<file path="config.mk">
export PLATFORM = sky130hd
export DESIGN_NAME = ternary_neuron_mac_flat
export DESIGN_NICKNAME = d
export VERILOG_FILES = /design/src/rtl/tt_nn_pkg.sv /design/src/rtl/ternary_neuron_mac_if.sv /design/src/rtl/nn_quantize.sv /design/src/rtl/ternary_neuron_mac.sv /design/src/flat_wrapper.sv
export SDC_FILE = /design/constraint.sdc
export NUM_CORES = 1
export LEC_CHECK = 0
export ABC_CLOCK_PERIOD_IN_PS = 13950
export BUFFER_PORTS_ARGS = -buffer_cell sky130_fd_sc_hd__buf_2
export CORE_UTILIZATION = 57
export CTS_CLUSTER_DIAMETER = 50
export DETAILED_ROUTE_END_ITERATION = 8
export HOLD_SLACK_MARGIN = 0.12
export PLACE_DENSITY_LB_ADDON = 0.12
export SLEW_MARGIN = 20
export SYNTH_ARGS = -nofsm -noshare
export SYNTH_HDL_FRONTEND = slang
export SYNTH_SLANG_ARGS = --single-unit
</file>
<file path="constraint.sdc">
create_clock -name clk -period 13.95 [get_ports clk]
set_clock_uncertainty 0.05 [all_clocks]
set_input_delay 0.6975 -clock clk [delete_from_list [all_inputs] [get_ports clk]]
set_output_delay 0.6975 -clock clk [all_outputs]
set_load 0.03 [all_outputs]
</file>
<file path="src/rtl/tt_nn_pkg.sv">
// Shared types and constants for the tt_um NN datapath.
package tt_nn_pkg;

   localparam int DEF_N_ELEM = 16;
   localparam int DEF_DATA_W = 8;

   localparam logic [1:0] W_ZERO = 2'b00;
   localparam logic [1:0] W_POS  = 2'b01;
   localparam logic [1:0] W_RSVD = 2'b10;
   localparam logic [1:0] W_NEG  = 2'b11;

   typedef enum logic [1:0] {
      IDLE,
      RUN,
      DONE
   } state_t;

endpackage

</file>
<file path="src/rtl/ternary_neuron_mac_if.sv">
// Request/result bundle between the SPI register block, the MAC and its consumer.
interface ternary_neuron_mac_if #(
   parameter int N_ELEM = 16,
   parameter int DATA_W = 8,
   parameter int ACC_W  = 13
);

   logic                       start;
   logic [2*N_ELEM-1:0]        weights;
   logic [N_ELEM*DATA_W-1:0]   data;
   logic                       busy;
   logic                       out_valid;
   logic                       out_ready;
   logic [7:0]                 out_data;
   logic signed [ACC_W-1:0]    out_acc;

   modport master (
      output start, weights, data, out_ready,
      input  busy, out_valid, out_data, out_acc
   );

   modport slave (
      input  start, weights, data, out_ready,
      output busy, out_valid, out_data, out_acc
   );

endinterface

</file>
<file path="src/rtl/nn_quantize.sv">
// Shift + activation of the raw sum to an 8-bit code.
// TERNARY_NEURON_RELU_EN selects ReLU (unsigned) instead of linear clamp.
module nn_quantize #(
   parameter int ACC_W     = 13,
   parameter int OUT_SHIFT = 4
) (
   input  logic signed [ACC_W-1:0] acc,
   output logic        [7:0]       q
);

   logic signed [ACC_W-1:0] s;

   assign s = acc >>> OUT_SHIFT;

`ifdef TERNARY_NEURON_RELU_EN
   localparam logic signed [ACC_W-1:0] U_MAX = 255;

   always_comb begin
      q = s[7:0];
      if (s < 0)
         q = 8'h00;
      else if (s > U_MAX)
         q = 8'hFF;
   end
`else
   localparam logic signed [ACC_W-1:0] S_MAX = 127;
   localparam logic signed [ACC_W-1:0] S_MIN = -128;

   always_comb begin
      q = s[7:0];
      if (s > S_MAX)
         q = 8'h7F;
      else if (s < S_MIN)
         q = 8'h80;
   end
`endif

endmodule

</file>
<file path="src/rtl/ternary_neuron_mac.sv">
// Sequential ternary dot product, one element per clock, with
// snapshot on start and a valid/ready result port.
module ternary_neuron_mac
   import tt_nn_pkg::*;
#(
   parameter int N_ELEM    = DEF_N_ELEM,
   parameter int DATA_W    = DEF_DATA_W,
   parameter int ACC_W     = 13,
   parameter int OUT_SHIFT = 4
) (
   input logic               clk,
   input logic               rst_n,
   ternary_neuron_mac_if.slave bus
);

   localparam int IDX_W = $clog2(N_ELEM);
   localparam logic [IDX_W-1:0] LAST = IDX_W'(N_ELEM - 1);

   state_t state_q, state_d;

   logic [IDX_W-1:0]          idx_q;
   logic [2*N_ELEM-1:0]       w_q;
   logic [N_ELEM*DATA_W-1:0]  d_q;
   logic signed [ACC_W-1:0]   acc_q;
   logic signed [ACC_W-1:0]   out_acc_q;
   logic [7:0]                out_data_q;

   logic [1:0]                w_cur;
   logic [DATA_W-1:0]         d_cur;
   logic signed [ACC_W-1:0]   d_ext;
   logic signed [ACC_W-1:0]   term;
   logic signed [ACC_W-1:0]   sum;
   logic [7:0]                q_data;
   logic                      last;

   assign w_cur = w_q[2*idx_q +: 2];
   assign d_cur = d_q[idx_q*DATA_W +: DATA_W];
   assign d_ext = ACC_W'(d_cur);
   assign last  = (idx_q == LAST);

   // Reserved code 10 falls through to zero with 00.
   always_comb begin
      term = '0;
      unique case (1'b1)
         (w_cur == W_POS): term = d_ext;
         (w_cur == W_NEG): term = -d_ext;
         default:          term = '0;
      endcase
   end

   assign sum = acc_q + term;

   nn_quantize #(
      .ACC_W     (ACC_W),
      .OUT_SHIFT (OUT_SHIFT)
   ) u_quant (
      .acc (sum),
      .q   (q_data)
   );

   always_comb begin
      state_d = state_q;
      unique case (state_q)
         IDLE: if (bus.start) state_d = RUN;
         RUN:  if (last) state_d = DONE;
         DONE: if (bus.out_ready) state_d = IDLE;
         default: state_d = IDLE;
      endcase
   end

   always_ff @(posedge clk or negedge rst_n) begin
      if (!rst_n) begin
         state_q    <= IDLE;
         idx_q      <= '0;
         w_q        <= '0;
         d_q        <= '0;
         acc_q      <= '0;
         out_acc_q  <= '0;
         out_data_q <= '0;
      end else begin
         state_q <= state_d;
         if (state_q == IDLE && bus.start) begin
            w_q   <= bus.weights;
            d_q   <= bus.data;
            acc_q <= '0;
            idx_q <= '0;
         end
         if (state_q == RUN) begin
            acc_q <= sum;
            idx_q <= idx_q + 1'b1;
            if (last) begin
               out_acc_q  <= sum;
               out_data_q <= q_data;
            end
         end
      end
   end

   assign bus.busy      = (state_q != IDLE);
   assign bus.out_valid = (state_q == DONE);
   assign bus.out_data  = out_data_q;
   assign bus.out_acc   = out_acc_q;

endmodule
</file>
<file path="src/flat_wrapper.sv">
// flat-port wrapper written by rule: the top's interface ports become plain ports
module ternary_neuron_mac_flat import tt_nn_pkg::*;
#(
   parameter int N_ELEM    = DEF_N_ELEM,
   parameter int DATA_W    = DEF_DATA_W,
   parameter int ACC_W     = 13,
   parameter int OUT_SHIFT = 4
)
  (clk, rst_n, bus_start, bus_weights, bus_data, bus_out_ready, bus_busy, bus_out_valid, bus_out_data, bus_out_acc);
  ternary_neuron_mac_if #(.N_ELEM(N_ELEM), .DATA_W(DATA_W), .ACC_W(ACC_W)) bus_i ();
  input logic clk;
  input logic rst_n;
  input wire logic [$bits(bus_i.start)-1:0] bus_start;
  input wire logic [$bits(bus_i.weights)-1:0] bus_weights;
  input wire logic [$bits(bus_i.data)-1:0] bus_data;
  input wire logic [$bits(bus_i.out_ready)-1:0] bus_out_ready;
  output wire logic [$bits(bus_i.busy)-1:0] bus_busy;
  output wire logic [$bits(bus_i.out_valid)-1:0] bus_out_valid;
  output wire logic [$bits(bus_i.out_data)-1:0] bus_out_data;
  output wire logic [$bits(bus_i.out_acc)-1:0] bus_out_acc;
  assign bus_i.start = bus_start;
  assign bus_i.weights = bus_weights;
  assign bus_i.data = bus_data;
  assign bus_i.out_ready = bus_out_ready;
  assign bus_busy = bus_i.busy;
  assign bus_out_valid = bus_i.out_valid;
  assign bus_out_data = bus_i.out_data;
  assign bus_out_acc = bus_i.out_acc;
  ternary_neuron_mac #(.N_ELEM(N_ELEM), .DATA_W(DATA_W), .ACC_W(ACC_W), .OUT_SHIFT(OUT_SHIFT)) u_core (.clk(clk), .rst_n(rst_n), .bus(bus_i));
endmodule
</file>
After elaboration in Yosys (flattened, before gate mapping) --
Cells that the tools add are included.
Storage, ports and cells: register bits after elaboration 200, output and inout port bits 23, logic and storage cells 39
Operators by class: add/sub/neg operators 3, order comparisons 2, eq/ne operators 8, shift operators 2, mux-type cells 11, reduce and logical (&&, ||, !) cells 6
Operators with widths (number):
- $shiftx 128x8->8 | 1
- $shiftx 32x6->2 | 1
- $mux 13 | 2
- $pmux 13 s2 | 1
- $mux 8 | 2
- $add 13x13->13 | 1
- $neg 8->13 | 1
- $gt 9x8->1 const B | 1
- $lt 9x8->1 const B | 1
- $mux 4 | 2
- $mux 2 | 3
- $pmux 2 s3 | 1
- $add 4x1->4 const B | 1
- $eq 2x1->1 const B | 2
- $eq 2x2->1 const B | 2
- $eq 4x4->1 const B | 1
- $ne 2x2->1 const B | 2
- $reduce_bool 2->1 | 2
- $reduce_and 3->1 | 1
- $logic_not 2->1 | 1
- $ne 2x1->1 const B | 1
- $reduce_and 2->1 | 1
- $logic_and 1x1->1 | 1

Depth between registers and ports, before layout --
Gate-level depths: netlist of the first run.
depth in word-level cells 7, gate-level depth with buffers 24

Cells and area by module --
Synthesis of the first run repeated with hierarchy kept, for this count alone.
Second synthesis, totals: cells, all modules 676, area, all modules 9613.0 um^2
Modules (own cells, without submodules):
- ternary_neuron_mac | times used 1, cells an instance 666, area an instance 9515.4 um^2, seq. area each 5004.8 um^2
- nn_quantize | times used 1, cells an instance 10, area an instance 97.6 um^2, seq. area each 0.0 um^2

Least setup slack after synthesis of the first run --
No wires, ideal clock.
kind register to register, start point register u_core.idx_q[1], end point register u_core.acc_q[12], data arrival time 5.161 ns, setup slack 8.601 ns, stages on the path, launching flop included 21, path buffers 5, cells stage by stage dfrtp_1 buf_2 buf_2 buf_2 buf_2 mux4_2 mux4_2 inv_1 ha_1 and2_1 a22oi_1 or4_1 buf_2 o311a_1 ha_1 a21o_1 a31o_2 o31a_1 o211ai_1 and2_1 o22ai_1
On the way: cells in the longest elaborated chain, start to end 5, elaborated cells on any way between the ends 8, classes of those cells add/sub: 2; eq/ne: 2; shift: 2; mux: 2
RTL lines:
- start, declared | RTL line ternary_neuron_mac.sv:21 | logic [IDX_W-1:0] idx_q;
- start signal, assigned | RTL line ternary_neuron_mac.sv:90 | idx_q <= idx_q + 1'b1;
- $shiftx 128x8->8 or $shiftx 32x6->2 (tied branches) | RTL line ternary_neuron_mac.sv:37, ternary_neuron_mac.sv:36
- $neg 8->13, or another cell as far along | RTL line ternary_neuron_mac.sv:46 | (w_cur == W_NEG): term = -d_ext;
- $pmux 13 s2 (*) | RTL line ternary_neuron_mac.sv:44 | unique case (1'b1)
- $add 13x13->13 (*) | RTL line ternary_neuron_mac.sv:51 | assign sum = acc_q + term;
- $mux 13 (*) | RTL line ternary_neuron_mac.sv:88 | if (state_q == RUN) begin
- end signal, assigned | RTL line ternary_neuron_mac.sv:89 | acc_q <= sum;
- end, declared | RTL line ternary_neuron_mac.sv:24 | logic signed [ACC_W-1:0] acc_q;
Every way passes the cells marked *; elsewhere a longest branch is shown, timed or not. A chain may end at the register's enable or synchronous reset.

Final worst setup path of the first run --
start point register u_core.idx_q[0], end point register u_core.acc_q[12]
Same word-level chain as after synthesis.

==> run_results.csv, run 1 <==
group,metric,value,unit
logic_synthesis,syn_inst,713,
logic_synthesis,ys_warn_count,0,
clock_network,post-cts-setup-buffer-count,0,
logic_synthesis,yosysSeqAreaShare,51.9,%
die,core.rowCount,47,
drt,wl_per_cell,19.3,microns
job,cap_violations,0,
logic_synthesis,synth-seq-cells,200,
final_layout,mostFrequentLayoutCells,"198 x dfrtp_1, 185 x buf_2, 161 x mux2_2",
final_layout,areaGrowthSynthToFinish,17.6,%
global_route,grt_first_pass_wirelength,35.7,mm
critical_path,cp.required,14.16,ns
clock_network,clockBufferDepth,2,
place,port-buffer-count,186,
die,io-pin-count,187,
clock_network,cts_resized,0,
timing,tns,0,ns
pwr,p_seq_share,31.0,%
clock_network,cts_tree,"built",
place,place_congestion,0.879,
global_route,antenna_found_initial,5,
drt,viasPerCell,5.79,
logic_synthesis,syn_area,9640,sq um
drt,drtIter0Drc,343,
final_layout,final_common_cell,"dfrtp_1",
clock_network,cts.reportedPaths.clkPinSlew,0.08,ns
final_layout,nets,1057,
logic_synthesis,ys.flop_type,"dfrtp_1",
pwr,internal-power,2110,uW
die,die_area,17400,sq um
logic_synthesis,syn_nets,892,
place,place_hpwl,15.2,mm
logic_synthesis,synthArstFlopShare,100,%
critical_path,critical_path.max_fanout,46,
timing,finalMaxSlewViolations,0,
pwr,leakagePower,0.00510,uW
clock_network,cts_hold_buf,0,
clock_network,ctsHtreeMaxLevel,4,
logic_synthesis,syn_area_per_cell,13.5,sq um
critical_path,crit_arrival,6.08,ns
drt,drtPass1Iterations,4,
drt,drc_errors,0,
timing,rsz0062_at_grt,"no",
global_route,grt_pass1_vias,6957,
timing,holdWs,0.370,ns
timing,finalCriticalPeriod,5.87,ns
pwr,power.density,314,nW/um^2
die,die_height,132,microns
drt,highest_layer,"met5",
pwr,swShare,40.6,%
logic_synthesis,ys_types,52,
global_route,overflow,0,
final_layout,drive_gt1_share,48.8,%
timing,tightestPinTransition,1.08,ns
drt,wl_met2,10.9,mm
final_layout,num-fill-cells,1221,
status,outcome,"finished, final reports clean",
clock_network,cts_sinks,200,
clock_network,cts_root_buf,"clkbuf_16",
critical_path,critPathCaptureType,"flop",
clock_network,clk_latency,0.44,ns
drt,wl_met1,8.89,mm
pwr,pwr-share-comb,54.4,%
clock_network,cts_buffers,17,
timing,max_freq,170,MHz
timing,setup_viol,0,
logic_synthesis,synth_edf_count,0,
pwr,clkPwrFrac,14.5,%
drt,num_vias,6458,
pwr,ir_drop,0.208,mV
die,dieWidth,132,microns
timing,fin_crit_sh,42.1,%
critical_path,startpoint_type,"flop",
timing,finalHoldViolations,0,
global_route,grt_max_degree,125,
die,coreArea,16500,sq um
global_route,grt_use_total,26.5,%
die,initial_utilization,58.3,%
critical_path,path_class,"flop to flop",
pwr,netSwitchingPower,1450,uW
drt,wl_met3,1.21,mm
drt,wl,21.5,mm
min_path,min_path_type,"input pin to async pin",
timing,slew-limit-headroom,28.3,%
drt,ant_nets,0,
==> power groups by stage <==
stage	Combinational (uW)	Sequential, uW	Clock, uW
6_report	1940	1110	518
5_1_grt	2120	1150	550
4_1_cts	1940	1110	524
3_5_place_dp	1920	1120	0
3_3_place_gp	1850	1100	0
2_1_floorplan	1550	1040	0
==> sequential cells by signal, indices dropped and copies added, names as in the netlist <==
signal               count
u_core.acc_q            13
u_core.idx_q             4
u_core.bus.out_data      8
u_core.d_q             128
u_core.w_q              32
u_core.bus.out_acc      13
u_core.state_q           2
==> metal layers <==
layer | GRT usage (%) | vias up
met5 | 0 | -
met4 | 11.1 | 2
met3 | 6.73 | 35
met2 | 43.9 | 183
met1 | 33.4 | 3271
li1 | - | 2967
==> cells by family (layout without fill, tap and decap cells) <==
logic type      count (synthesis)  count (layout)  share of synthesized area, %
compound gates                 96              96                          6.93
fa+ha+maj                      15              15                          2.02
xor+xnor                       18              18                          1.79
flops                         200             200                          51.9
buf+inv                        56             234                          2.57
other cells                     0               5                             0
mux                           212             212                          29.2
simple gates                  116             116                          5.59
==> area by class of cell <==
| cell class | instances | area [sq um] | share of cell area (%) |
|---|---|---|---|
| Inverter | 12 | 45.0 | 0.397 |
| Multi-Input combinational cell | 457 | 4400 | 38.8 |
| Timing Repair Buffer | 190 | 970 | 8.55 |
| Clock buffer | 19 | 453 | 4.00 |
| Sequential cell | 200 | 5010 | 44.2 |
| Antenna cell | 5 | 12.5 | 0.110 |
| Clock inverter | 13 | 173 | 1.52 |
| Tap cell | 220 | 275 | 2.43 |
==> per-stage QoR <==
| stage | instances | utilization, % | setup slack (ns) | area [sq um] | power, uW |
|---|---|---|---|---|---|
| after global placement | 1079 | 64.7 | 8.24 | 10700 | 2950 |
| after floorplan | 713 | - | 8.60 | 9640 | 2590 |
| after CTS | 1111 | 68.5 | 8.03 | 11300 | 3570 |
| after global routing | 1113 | 68.6 | 7.71 | 11300 | 3820 |
| after detailed placement | 1079 | 64.7 | 8.05 | 10700 | 3040 |
| final | 1116 | 68.6 | 8.08 | 11300 | 3560 |
==> critical path, cell delays in order, from the launching register on <==
cell,delay [ns]
dfrtp_4,0.96
mux4_2,0.59
mux4_2,0.52
inv_1,0.09
ha_1,0.16
inv_1,0.05
nor2_1,0.09
a22oi_1,0.09
or4_1,0.63
o311a_1,0.34
ha_1,0.37
a21o_1,0.24
a31o_2,0.29
o31a_1,0.29
o211ai_1,0.51
and2_1,0.27
o22ai_1,0.09
==> synthesized netlist by cell type (5+ instances only) <==
library cell | n | share of area [%]
a22oi_1 | 13 | 1.0
o21ai_0 | 17 | 0.88
nand3_1 | 6 | 0.31
a221oi_1 | 5 | 0.45
a31oi_1 | 5 | 0.32
buf_1 | 5 | 0.19
or2_2 | 6 | 0.39
nor3_1 | 5 | 0.26
nand2_1 | 49 | 1.9
ha_1 | 14 | 1.8
o22ai_1 | 10 | 0.65
buf_2 | 6 | 0.31
and2_1 | 7 | 0.45
xor2_1 | 8 | 0.73
a21oi_1 | 12 | 0.62
nor2b_1 | 6 | 0.39
xnor2_1 | 9 | 0.82
mux2i_1 | 12 | 1.2
a21o_1 | 5 | 0.39
nor2_1 | 22 | 0.86
mux2_2 | 161 | 19
clkbuf_1 | 28 | 1.1
inv_1 | 12 | 0.47
o31ai_1 | 5 | 0.39
mux4_2 | 39 | 9.1
dfrtp_1 | 200 | 52
==> final timing paths <==
kind | from | to | slack [ns] | cells past startpoint
worst max-delay path | u_core.idx_q[0] | u_core.acc_q[12] | 8.08 | 16
worst min-delay path | rst_n | u_core.w_q[17] | 0.37 | 1
worst max register to register | u_core.idx_q[0] | u_core.acc_q[12] | 8.08 | 16
worst min register to register | u_core.bus.out_data[6] | u_core.bus.out_data[6] | 0.42 | 2
max in group asynchronous | rst_n | u_core.idx_q[0] | 11.83 | 2
min in group clk | bus_out_ready | u_core.state_q[1] | 0.40 | 2
Power figures use the tool's default switching activity.
==> inputs of run 2 (changes only) <==
- ABC_CLOCK_PERIOD_IN_PS: 13950 -> 5700
- CORE_UTILIZATION: 57 -> 56
- clock period: 13.95 -> 5.7 ns (I/O delays scaled with it)
==> run 2 against run 1 <==
Die area up 1.8%. Cell count is 15% higher. Sequential share of layout area down 5.7 points. Critical path depth is 3 lower. Worst hold slack got worse by 0.031 ns. Routed wire length rose by 21%. Clock-buffer cell count is the same. Worst setup slack got worse by 7.8 ns. Fmax up 8.7%. First-iteration DRC count grew 36%. Global-route usage up 4.1 points. Critical endpoint is now u_core.bus.out_data[0].
==> run_results.csv, run 2 (synthesized netlist as in run 1, its figures left out) <==
group,metric,value,unit
status,outcome,"finished, final reports clean",
drt,drtIter0Drc,467,
critical_path,crit_arrival,5.69,ns
timing,finalCriticalPeriod,5.40,ns
critical_path,critical_path.max_fanout,18,
timing,slew-limit-headroom,34.4,%
min_path,min_path_type,"input pin to async pin",
drt,wl_per_cell,20.3,microns
timing,setup_viol,0,
drt,highest_layer,"met4",
final_layout,nets,1227,
final_layout,mostFrequentLayoutCells,"198 x dfrtp_1, 185 x buf_2, 162 x dlygate4sd3_1",
final_layout,top_register,"u_core.d_q",
place,place_hpwl,16.0,mm
timing,holdWs,0.339,ns
timing,finalHoldViolations,0,
place,port-buffer-count,186,
critical_path,r2r_setup_slack,0.30,ns
job,cap_violations,0,
drt,wl,26.1,mm
drt,drc_errors,0,
die,coreArea,16700,sq um
clock_network,cts_hold_buf,162,
timing,finalMaxSlewViolations,0,
final_layout,drive_gt1_share,41.7,%
die,core.rowCount,47,
clock_network,cts_root_buf,"clkbuf_16",
clock_network,cts_tree,"built",
final_layout,final_common_cell,"dfrtp_1",
pwr,power.density,688,nW/um^2
critical_path,critPathCaptureType,"flop",
pwr,ir_drop,0.415,mV
pwr,power,8960,uW
clock_network,cts.reportedPaths.clkPinSlew,0.07,ns
drt,num_vias,7237,
final_layout,utilization,77.9,%
final_layout,num-fill-cells,1028,
final_layout,reg.largest.list,"u_core.d_q x128, u_core.w_q x32",
timing,tns,0,ns
timing,fin_crit_sh,94.8,%
clock_network,ctsHtreeMaxLevel,4,
global_route,grt_first_pass_wirelength,41.3,mm
die,initial_utilization,57.7,%
clock_network,clk_latency,0.43,ns
die,die_area,17700,sq um
die,io-pin-count,187,
drt,wl_met2,14.3,mm
clock_network,cts_resized,0,
drt,wl_met3,1.14,mm
critical_path,startpoint_type,"flop",
timing,rsz0062_at_grt,"no",
critical_path,cp.required,5.98,ns
clock_network,cts_sinks,200,
pwr,leakagePower,0.00580,uW
global_route,overflow,0,
final_layout,areaGrowthSynthToFinish,35.0,%
clock_network,clockBufferDepth,2,
drt,ant_nets,0,
drt,wl_met1,9.83,mm
die,dieWidth,133,microns
drt,drtPass1Iterations,4,
clock_network,post-cts-setup-buffer-count,0,
final_layout,largest_reg_flops,128,
timing,max_freq,185,MHz
drt,viasPerCell,5.64,
timing,tightestPinTransition,0.984,ns
global_route,grt_pass1_vias,7972,
global_route,grt_use_total,30.6,%
global_route,grt_max_degree,111,
place,place_congestion,0.870,
die,die_height,133,microns
critical_path,path_class,"flop to flop",
clock_network,cts_buffers,17,
global_route,antenna_found_initial,2,
## run 2: worst max-delay path: stages (launching register included)
cell and delay (ns):
dfrtp_4 0.56, buf_4 0.38, mux4_2 0.56, a22oi_1 0.35, nand2_1 0.20, or4_1 0.71
o311a_1 0.35, ha_1 0.37, a21o_1 0.24, a31o_2 0.29, o31a_1 0.30, o211ai_1 0.48
nand3_1 0.28, o211ai_1 0.19
## run 2: path summary, 6_finish.rpt
check / startpoint / end / cells after the start
max in group asynchronous: rst_n / u_core.idx_q[0] / 3
worst max-delay path: u_core.idx_q[0] / u_core.bus.out_data[0] / 13
worst min register to register: u_core.bus.out_acc[9] / u_core.bus.out_acc[9] / 2
worst min-delay path: rst_n / u_core.w_q[20] / 2
min in group clk: u_core.bus.out_acc[9] / u_core.bus.out_acc[9] / 2
worst max register to register: u_core.idx_q[0] / u_core.bus.out_data[0] / 13
## run 2: layout make-up
class | instances | area (sq um) | share of cell area [%]
Tap cell | 220 | 275 | 2.11
Multi-Input combinational cell | 457 | 4400 | 33.8
Clock buffer | 19 | 443 | 3.40
Sequential cell | 200 | 5010 | 38.5
Clock inverter | 13 | 173 | 1.33
Antenna cell | 2 | 5.00 | 0.0384
Timing Repair Buffer | 360 | 2670 | 20.5
Inverter | 12 | 45.0 | 0.346
## run 2: report_power, final
part | total (uW) | switching [uW] | internal (uW)
sequential | 2660 | 497 | 2160
combinational | 5050 | 2630 | 2420
clock | 1250 | 541 | 708
total | 8960 | 3670 | 5290
## run 2: layer usage
layer  GRT usage (%)  vias up
met5               0        -
met4            13.6        0
met3            5.21       57
met2            55.8      240
met1            35.4     3653
li1                -     3287
## run 2: per-stage QoR
step / instances / setup WS, ns / area [sq um]
after floorplan: 713 / 0.351 / 9640
after global placement: 1087 / 0.568 / 10800
after detailed placement: 1087 / 0.389 / 10800
after CTS: 1281 / 0.361 / 13000
after global routing: 1283 / 0.0613 / 13000
final: 1283 / 0.296 / 13000
==> inputs of run 3 (changes only) <==
- ABC_AREA: unset -> 1
==> run 3 against run 2 <==
Routed wire length up 13%. Area after synthesis up 3.4%. Global-route usage up 2.8 points. Cell count up 43%. Register-to-register slack better by 0.56 ns. Critical path depth up 11. Clock-buffer cell count up 1. Clock power about the same. Sequential power down 6%. Total power down 12%.
==> run_results.csv, run 3 <==
group,metric,value,unit
clock_network,cts_sinks,200,
status,outcome,"finished, final reports clean",
critical_path,crit_arrival,5.12,ns
critical_path,cp_top_family,"simple AND/OR/NAND/NOR gates",
pwr,power,7920,uW
timing,setup_viol,0,
global_route,grt_max_degree,113,
logic_synthesis,syn_nets,1473,
logic_synthesis,syn_area_per_cell,7.70,sq um
drt,drc_errors,0,
logic_synthesis,post-synth-top-area-cell,"dfrtp_1",
min_path,hold_path_startpoint,"bus_start",
final_layout,mostFrequentLayoutCells,"558 x nand2_1, 199 x dfrtp_1, 185 x buf_2",
drt,num_vias,9694,
timing,tightestPinTransition,1.04,ns
place,port-buffer-count,186,
global_route,grt_use_total,33.4,%
place,place_hpwl,17.0,mm
die,coreArea,17400,sq um
final_layout,top_register,"u_core.d_q",
critical_path,path_class,"flop to flop",
drt,ant_nets,0,
critical_path,startpoint_type,"flop",
logic_synthesis,synth-seq-cells,200,
final_layout,reg.largest.list,"u_core.d_q x128, u_core.w_q x32",
logic_synthesis,syn_inst,1294,
logic_synthesis,ys_top_cells_by_count,"559 x nand2_1, 200 x dfrtp_1, 122 x o21ai_0, 78 x inv_1, 72 x nand3_1",
die,core.rowCount,48,
final_layout,areaGrowthSynthToFinish,31.5,%
timing,finalHoldViolations,0,
final_layout,drive_gt1_share,16.1,%
timing,setup_ws,0.856,ns
logic_synthesis,yosysSeqAreaShare,50.2,%
global_route,grt_pass1_vias,9592,
logic_synthesis,synth_area_leaders,"dfrtp_1 50%, nand2_1 21%, o21ai_0 6.1%",
critical_path,worstPathCellList,"inv_2 > o21ai_0 > o22ai_1 > o211ai_2 > nand2_1 > inv_2 > ha_1 > nand3_1 > nor2_4 > nand3_2 > nand2_2 > inv_1 > ha_1 > inv_1 > nor3_1 > inv_1 > o311ai_1 > inv_1 > nand3_1 > nand3_1 > nand2_2 > inv_4 > nand2_1 > nand2_1",
critical_path,cp.required,5.97,ns
final_layout,final_common_cell,"nand2_1",
job,cap_violations,0,
clock_network,ctsHtreeMaxLevel,4,
die,die_area,18300,sq um
timing,rsz0062_at_grt,"no",
timing,finalCriticalPeriod,4.84,ns
drt,drtIter0Drc,787,
place,place_ws,0.983,ns
pwr,power.density,604,nW/um^2
critical_path,cp_slowest_cell,"dfrtp_4",
timing,fin_crit_sh,85.0,%
timing,max_freq,206,MHz
clock_network,clockBufferDepth,2,
critical_path,cp-startpoint,"u_core.idx_q[0]",
clock_network,cts.reportedPaths.clkPinSlew,0.07,ns
timing,slew-limit-headroom,30.7,%
global_route,grt_first_pass_wirelength,47.2,mm
critical_path,critPathCaptureType,"flop",
logic_synthesis,synth_most_common_cell,"nand2_1",
place,place_congestion,0.879,
clock_network,clk_latency,0.44,ns
final_layout,largest_reg_flops,128,
critical_path,critPathBufInv,7,
final_layout,utilization,75.5,%
clock_network,cts_buffers,17,
pwr,ir_drop,0.336,mV
drt,wl_per_cell,16.1,microns
logic_synthesis,synthArstFlopShare,100,%
min_path,min_path_type,"input pin to flop",
clock_network,cts_root_buf,"clkbuf_16",
logic_synthesis,ys.flop_type,"dfrtp_1",
clock_network,post-cts-setup-buffer-count,0,
logic_synthesis,synth_edf_count,0,
global_route,antenna_found_initial,0,
timing,tns,0,ns
logic_synthesis,ys_warn_count,0,
logic_synthesis,synth_top_area_share,50.2,%
final_layout,nets,1774,
critical_path,crit_top_cell,"inv_1",
die,io-pin-count,187,
critical_path,critical_path.max_fanout,48,
timing,finalMaxSlewViolations,0,
drt,wl,29.5,mm
critical_path,slowest_delay,0.73,ns
die,initial_utilization,57.4,%
pwr,leakagePower,0.00675,uW
clock_network,cts_tree,"built",
die,dieWidth,135,microns
critical_path,r2r_start,"u_core.idx_q[0]",
global_route,overflow,0,
drt,viasPerCell,5.29,
logic_synthesis,syn_area,9960,sq um
drt,drtPass1Iterations,7,
die,die_height,135,microns
logic_synthesis,ys_types,42,
final_layout,insertedDiodeCount,0,
run 3: cell count changes in the layout (fill, tap and decap cells not counted), sizes merged, moves of 47 or more:
cell and delta:
mux2 -161, o21ai +122, nand2 +515, nor2 +47
inv +72, nand3 +72
run 3: cell type report:
type | count | area [sq um]
multi-input cells | 937 | 4280
well taps | 225 | 282
clock inverters | 11 | 146
inverters | 84 | 323
clock buffers | 20 | 457
fillers | 1270 | 4250
flip-flops and latches | 200 | 5010
repair buffers | 355 | 2610
run 3: tightest hold or removal path, cell delays in order:
cell and delay, ns:
buf_2 0.10, nand2_4 0.20, o21ai_0 0.14
run 3: final timing paths:
kind / depth (start not counted) / slack [ns] / to
worst max-delay path: 24 / 0.86 / u_core.bus.out_data[1]
worst min-delay path: 3 / 0.30 / u_core.state_q[0]
worst max register to register: 24 / 0.86 / u_core.bus.out_data[1]
min in group asynchronous: 2 / 0.34 / u_core.d_q[4]
max in group asynchronous: 3 / 3.91 / u_core.d_q[17]
worst min register to register: 2 / 0.43 / u_core.bus.out_acc[8]
run 3: logic make-up after synthesis:
group / after synthesis / share of synthesized area, %
adders and majority gates: 15 / 1.96
AOI/OAI and AO/OA: 189 / 10.8
buffers and inverters: 157 / 6.92
DFF: 200 / 50.2
xor gates and xnor gates: 8 / 0.703
and+or+nand+nor: 725 / 29.4
run 3: metrics by stage:
| stage | std cells | hold WS (ns) | area, sq um |
|---|---|---|---|
| 2_1_floorplan | 1294 | -0.0606 | 9960 |
| 3_3_place_gp | 1639 | 0.254 | 10900 |
| 3_5_place_dp | 1639 | 0.257 | 10900 |
| 4_1_cts | 1832 | 0.294 | 13100 |
| 5_1_grt | 1832 | 0.339 | 13100 |
| 6_report | 1832 | 0.295 | 13100 |
run 3: routing by layer:
layer  GRT usage [%]  vias to the layer above  share of wire (%)
met3            5.61                       71                6.2
met5               0                        -                  0
met1            43.5                     4527                 42
met2            55.4                      391                 49
met4            14.1                        0                3.0
li1                -                     4705                  -
run 3: power by group:
part	internal (uW)	leakage, uW	total, uW	switching, uW
sequential	2100	0.00249	2510	406
clock	712	0.000292	1250	534
combinational	1420	0.00397	4170	2750
run 3: what timing repair did:
| item | in CTS | in global routing |
|---|---|---|
| hold buffers | 162 | 0 |
| resized for setup | 0 | 0 |
| endpoints found under the hold margin | 224 | 0 |
